$ cat config.mk
export PLATFORM = sky130hd
export DESIGN_NAME = mac_requantizer
export DESIGN_NICKNAME = d
export VERILOG_FILES = /design/src/rtl/requant_pkg.sv /design/src/rtl/requant_round_sat.sv /design/src/rtl/mac_requantizer.sv
export SDC_FILE = /design/constraint.sdc
export NUM_CORES = 2
export LEC_CHECK = 0
export CAP_MARGIN = 20
export CORE_UTILIZATION = 45
export DETAILED_ROUTE_END_ITERATION = 8
export PLACE_DENSITY = 0.63
export SLEW_MARGIN = 20
export SYNTH_ARGS = -nofsm -noshare
export SYNTH_HDL_FRONTEND = slang
export SYNTH_SLANG_ARGS = --single-unit
$ cat constraint.sdc
create_clock -name clk_i -period 6.9 [get_ports clk_i]
set_input_delay 1.38 -clock clk_i [delete_from_list [all_inputs] [get_ports clk_i]]
set_output_delay 1.38 -clock clk_i [all_outputs]
set_load 0.01 [all_outputs]
$ cat src/rtl/requant_pkg.sv
// Shared widths and int8 limits for the MAC-result requantizer.
package requant_pkg;
    localparam int ACC_W   = 32;
    localparam int MULT_W  = 16;
    localparam int FRAC_W  = 15;
    localparam int OUT_W   = 8;
    localparam int SHIFT_W = 5;
    localparam int Q_MAX   = 127;
    localparam int Q_MIN   = -128;
    // Exact signed product of a signed accumulator and a zero-extended unsigned multiplier.
    localparam int PROD_W  = ACC_W + MULT_W + 1;
endpackage

$ cat src/rtl/requant_round_sat.sv
// Combinational requant core: S2 round-half-up shift and S3 zero-point add + clamp.
// Build option REQUANT_RELU_EN raises the lower clamp to the zero point (fused ReLU).
module requant_round_sat #(
    parameter int P_W    = requant_pkg::PROD_W,
    parameter int FRAC_W = requant_pkg::FRAC_W,
    parameter int OUT_W  = requant_pkg::OUT_W
) (
    input  logic signed [P_W-1:0]                   prod,
    input  logic        [requant_pkg::SHIFT_W-1:0]  shift,
    input  logic signed [P_W-1:0]                   r_in,
    input  logic signed [OUT_W-1:0]                 zp,
    output logic signed [P_W-1:0]                   r_out,
    output logic signed [OUT_W-1:0]                 q,
    output logic                                    sat
);
    import requant_pkg::*;

    localparam int S_W = P_W + 1;

    logic        [6:0]     t;
    logic signed [S_W-1:0] half;
    logic signed [S_W-1:0] biased;
    logic signed [S_W-1:0] s;
    logic signed [S_W-1:0] hi;
    logic signed [S_W-1:0] lo;

    // One guard bit above the product keeps prod + 2^(T-1) from wrapping.
    always_comb begin
        t      = 7'(FRAC_W) + 7'(shift);
        half   = S_W'(1) << (t - 7'd1);
        biased = S_W'(prod) + half;
        r_out  = P_W'(biased >>> t);
    end

    // Clamp is decided on the full-width sum so large r never aliases into range.
    always_comb begin
        s  = S_W'(r_in) + S_W'(zp);
        hi = S_W'(Q_MAX);
`ifdef REQUANT_RELU_EN
        lo = (zp > OUT_W'(Q_MIN)) ? S_W'(zp) : S_W'(Q_MIN);
`else
        lo = S_W'(Q_MIN);
`endif
        q   = OUT_W'(s);
        sat = 1'b0;
        if (s > hi) begin
            q   = OUT_W'(Q_MAX);
            sat = 1'b1;
        end else if (s < lo) begin
            q   = OUT_W'(lo);
            sat = 1'b1;
        end
    end
endmodule

$ cat src/rtl/mac_requantizer.sv
// 3-stage int32 -> int8 requantizer on the MAC result strobe, valid/ready on the output.
// REQUANT_RELU_EN (see requant_round_sat) selects the fused-ReLU lower clamp.
module mac_requantizer #(
    parameter int ACC_W  = requant_pkg::ACC_W,
    parameter int MULT_W = requant_pkg::MULT_W,
    parameter int FRAC_W = requant_pkg::FRAC_W,
    parameter int OUT_W  = requant_pkg::OUT_W
) (
    input  logic                                   clk_i,
    input  logic                                   rstn_i,
    input  logic                                   acc_valid_i,
    input  logic signed [ACC_W-1:0]                acc_data_i,
    output logic                                   acc_ready_o,
    input  logic        [MULT_W-1:0]               mult_i,
    input  logic        [requant_pkg::SHIFT_W-1:0] shift_i,
    input  logic signed [OUT_W-1:0]                zero_point_i,
    output logic                                   q_valid_o,
    output logic signed [OUT_W-1:0]                q_data_o,
    output logic                                   q_sat_o,
    input  logic                                   q_ready_i,
    output logic                                   ovf_o,
    input  logic                                   ovf_clr_i
);
    import requant_pkg::*;

    localparam int P_W    = ACC_W + MULT_W + 1;
    localparam int STAGES = 3;

    logic [STAGES:1]        vld_pipe;
    logic                   adv;
    logic                   accept;

    logic signed [P_W-1:0]  acc_ext;
    logic signed [P_W-1:0]  mult_ext;
    logic signed [P_W-1:0]  prod;
    logic signed [P_W-1:0]  s1_prod;
    logic [SHIFT_W-1:0]     s1_shift;
    logic signed [OUT_W-1:0] s1_zp;
    logic signed [P_W-1:0]  s2_r;
    logic signed [OUT_W-1:0] s2_zp;
    logic signed [P_W-1:0]  rs_r;
    logic signed [OUT_W-1:0] rs_q;
    logic                   rs_sat;

    // Whole pipe stalls together; a full pipe with a blocked output cannot accept.
    assign q_valid_o   = vld_pipe[STAGES];
    assign adv         = !q_valid_o || q_ready_i;
    assign acc_ready_o = adv;
    assign accept      = acc_valid_i && adv;

    assign acc_ext  = P_W'(acc_data_i);
    assign mult_ext = P_W'({1'b0, mult_i});
    assign prod     = acc_ext * mult_ext;

    requant_round_sat #(
        .P_W    (P_W),
        .FRAC_W (FRAC_W),
        .OUT_W  (OUT_W)
    ) u_round_sat (
        .prod  (s1_prod),
        .shift (s1_shift),
        .r_in  (s2_r),
        .zp    (s2_zp),
        .r_out (rs_r),
        .q     (rs_q),
        .sat   (rs_sat)
    );

    always_ff @(posedge clk_i or negedge rstn_i) begin
        if (!rstn_i) begin
            vld_pipe <= '0;
            s1_prod  <= '0;
            s1_shift <= '0;
            s1_zp    <= '0;
            s2_r     <= '0;
            s2_zp    <= '0;
            q_data_o <= '0;
            q_sat_o  <= 1'b0;
        end else if (adv) begin
            vld_pipe <= {vld_pipe[STAGES-1:1], accept};
            s1_prod  <= prod;
            s1_shift <= shift_i;
            s1_zp    <= zero_point_i;
            s2_r     <= rs_r;
            s2_zp    <= s1_zp;
            q_data_o <= rs_q;
            q_sat_o  <= rs_sat;
        end
    end

    // A strobe with no room is lost for good; set beats clear.
    always_ff @(posedge clk_i or negedge rstn_i) begin
        if (!rstn_i)                      ovf_o <= 1'b0;
        else if (acc_valid_i && !adv)     ovf_o <= 1'b1;
        else if (ovf_clr_i)               ovf_o <= 1'b0;
    end
endmodule
==> results.txt <==
Max clock buf depth = 2
Syn Area/Cell = 8.086 um^2
Max Cap Violations = 0
Syn-to-layout area delta = 21.23%
CTS tree = yes
status = finished, violations left
Final Setup Violations = 9
Total Routing Usage GR = 0.2907
leading area contributor after synthesis = fa_1
max_slew headroom = 0.3579
drt drc = 8
count leader, synth = inv_1
global-route wire length before repair = 171400 um
number of buffers created by CTS = 17
Max Clk Rate = 0.1416 GHz
DIE HEIGHT = 274.5 um
Yosys warnings = 0
HP Class = register to register
Worst path max stage delay = 560 ps
pre-CTS WS = -1039 ps
Critical Path Source Type = input port
max-slew violation count = 0
1st-pass router iterations = 8
Fin. Hold Viols = 0
vias after detailed routing = 30660
worst-skew pair later-pin latency = 470 ps
register bit total from synthesis = 132
hold_ws = 471.8 ps
Detailed Route Iter0 Violations = 2805
dpl hpwl = 83840 um
port bufs = 77
Synth Flop Type = dfrtp_1
Synth async-reset ratio = 1.000
Worst EP arrival = 7370 ps
remaining global-route overflow = 0
initial antenna violation count = 0
clk slew on worst S/H paths = 90 ps
Vias/cell = 5.611
largest net degree at the start of global routing = 75
final WL = 107400 um
CP max stage cell = fa_1
I/O pin total = 78
Worst Skew = 26.53 ps
num rows = 99
die area = 75330 um^2
share of layout cells above drive strength 1 = 0.1803
Post-synth EDFFs = 0
sequential fraction of the synthesis area = 0.09888
Distinct cells, synth = 88
Net Count, Synth = 4910
Final Cycle Share = 1.024
Worst EP required = 7210 ps
clock sink count = 132
vias in the first global route = 30910
RSZ-0062 raised after global routing = yes
Synth top area share = 0.2943
cells after synthesis = 4131
nets = 5270
Initial Utilization = 0.4563
failing checks = DRC, setup timing
Max H-tree Level = 4
Tmin final = 7062 ps
Core ar. = 73210 um^2
critical path capture point type = register
Synth area leaders = fa_1 (29%), dfrtp_1 (9.9%), ha_1 (8.3%)
final core utilization = 0.5532
crit-path max FO = 12
global placement routability congestion = 0.9984
final worst setup slack = -162.3 ps
Clock Root Buffer = clkbuf_16
Post-Syn Area = 33400 um^2
Hold-fix buffers, CTS = 0
Post-DRT Antenna Nets = 0
commonest cells in the synthesized netlist = inv_1 (637), nand2_1 (614), fa_1 (491), nor2_1 (241), ha_1 (222)
worst slew pin tran = 963.1 ps
kind of critical path = input port to register
Chip Width = 274.5 um
drt wl/cell = 19.65 um
## final timing paths
check | from | to | slack (ps) | cells past startpoint
min | vld_pipe[2] | vld_pipe[2] | 470 | 2
max in group asynchronous | rstn_i | s2_r[33] | 4650 | 2
max | mult_i[7] | s1_prod[42] | -160 | 26
max reg2reg | s1_shift[1] | s2_r[0] | 390 | 24
min reg2reg | vld_pipe[2] | vld_pipe[2] | 470 | 2
min in group asynchronous | rstn_i | s1_shift[0] | 930 | 1
## placed cells by master, fill, tap and decap left out, types with 39 or more instances in the layout
master / netlist / routed
nand2_1: 614 / 602
inv_1: 637 / 600
fa_1: 491 / 457
buf_4: 1 / 409
nor2_1: 241 / 237
ha_1: 222 / 202
a21oi_1: 211 / 198
and2_1: 212 / 183
o21ai_0: 170 / 159
dfrtp_1: 132 / 131
xnor2_1: 89 / 83
a21o_1: 78 / 78
nand3_1: 55 / 52
mux2i_1: 52 / 52
nor3_1: 52 / 50
nand4_1: 44 / 44
a211oi_1: 42 / 41
xor2_1: 43 / 39
## through the flow
step,cell area [um^2],std cells,setup TNS (ps)
2_1_floorplan,33990,4131,-27.80
3_3_place_gp,38200,5334,-15780
3_5_place_dp,38200,5334,-18030
4_1_cts,40060,5442,-776.6
5_1_grt,40490,5463,-3167
6_report,40500,5464,-579.1
## cells by family (layout without fill, tap and decap cells)
family | after synthesis | after routing | share of synthesized area
compound gates | 843 | 843 | 0.1679
xor+xnor | 132 | 132 | 0.03461
fa+ha+maj | 713 | 713 | 0.3774
buf+inv | 854 | 1227 | 0.09645
flops | 132 | 132 | 0.09888
mux | 98 | 98 | 0.03659
other cells | 0 | 1 | 0
simple gates | 1359 | 1359 | 0.1881
## worst max-delay path: cells and delay by family
| kind | cells | cell delay [ps] |
|---|---|---|
| fa+ha+maj | 7 | 3140 |
| compound gates | 11 | 1900 |
| simple gates | 1 | 140 |
| buf+inv | 6 | 610 |
| xor+xnor | 1 | 180 |
## cell type report
cell class	count	area, um^2
inverters	639	2401
fillers	6737	32710
clock buffers	17	425.4
diodes	1	2.502
repair buffers	556	5264
well taps	959	1200
flip-flops and latches	132	3304
clock inverters	15	181.4
multi-input cells	3145	27720
## routing by layer
metal | part of all wire | vias up | wire length (um) | global-route usage
li1 | - | 14320 | - | -
met1 | 0.43 | 15000 | 46050 | 0.3870
met2 | 0.47 | 1117 | 50530 | 0.4853
met3 | 0.059 | 217 | 6353 | 0.03196
met4 | 0.041 | 0 | 4425 | 0.1098
met5 | 0 | - | 0 | 0
## sequential cells by signal (all words and copies together), names as in the netlist
| register | flops |
|---|---|
| s1_prod | 49 |
| s2_r | 49 |
| q_data_o | 8 |
| s1_zp | 8 |
| s2_zp | 8 |
| s1_shift | 5 |
| vld_pipe | 3 |
| ovf_o | 1 |
| q_sat_o | 1 |
## what timing repair did
| item | CTS | global route |
|---|---|---|
| buffers inserted | 53 | 24 |
| setup endpoints to repair | 18 | 39 |
| resized for setup | 216 | 131 |
| gates cloned | 23 | 0 |
| pin swaps | 95 | 82 |
Power is left out: the tool's default activity adds up to more than one toggle a clock period on the data nets, which glitch-free logic cannot reach.
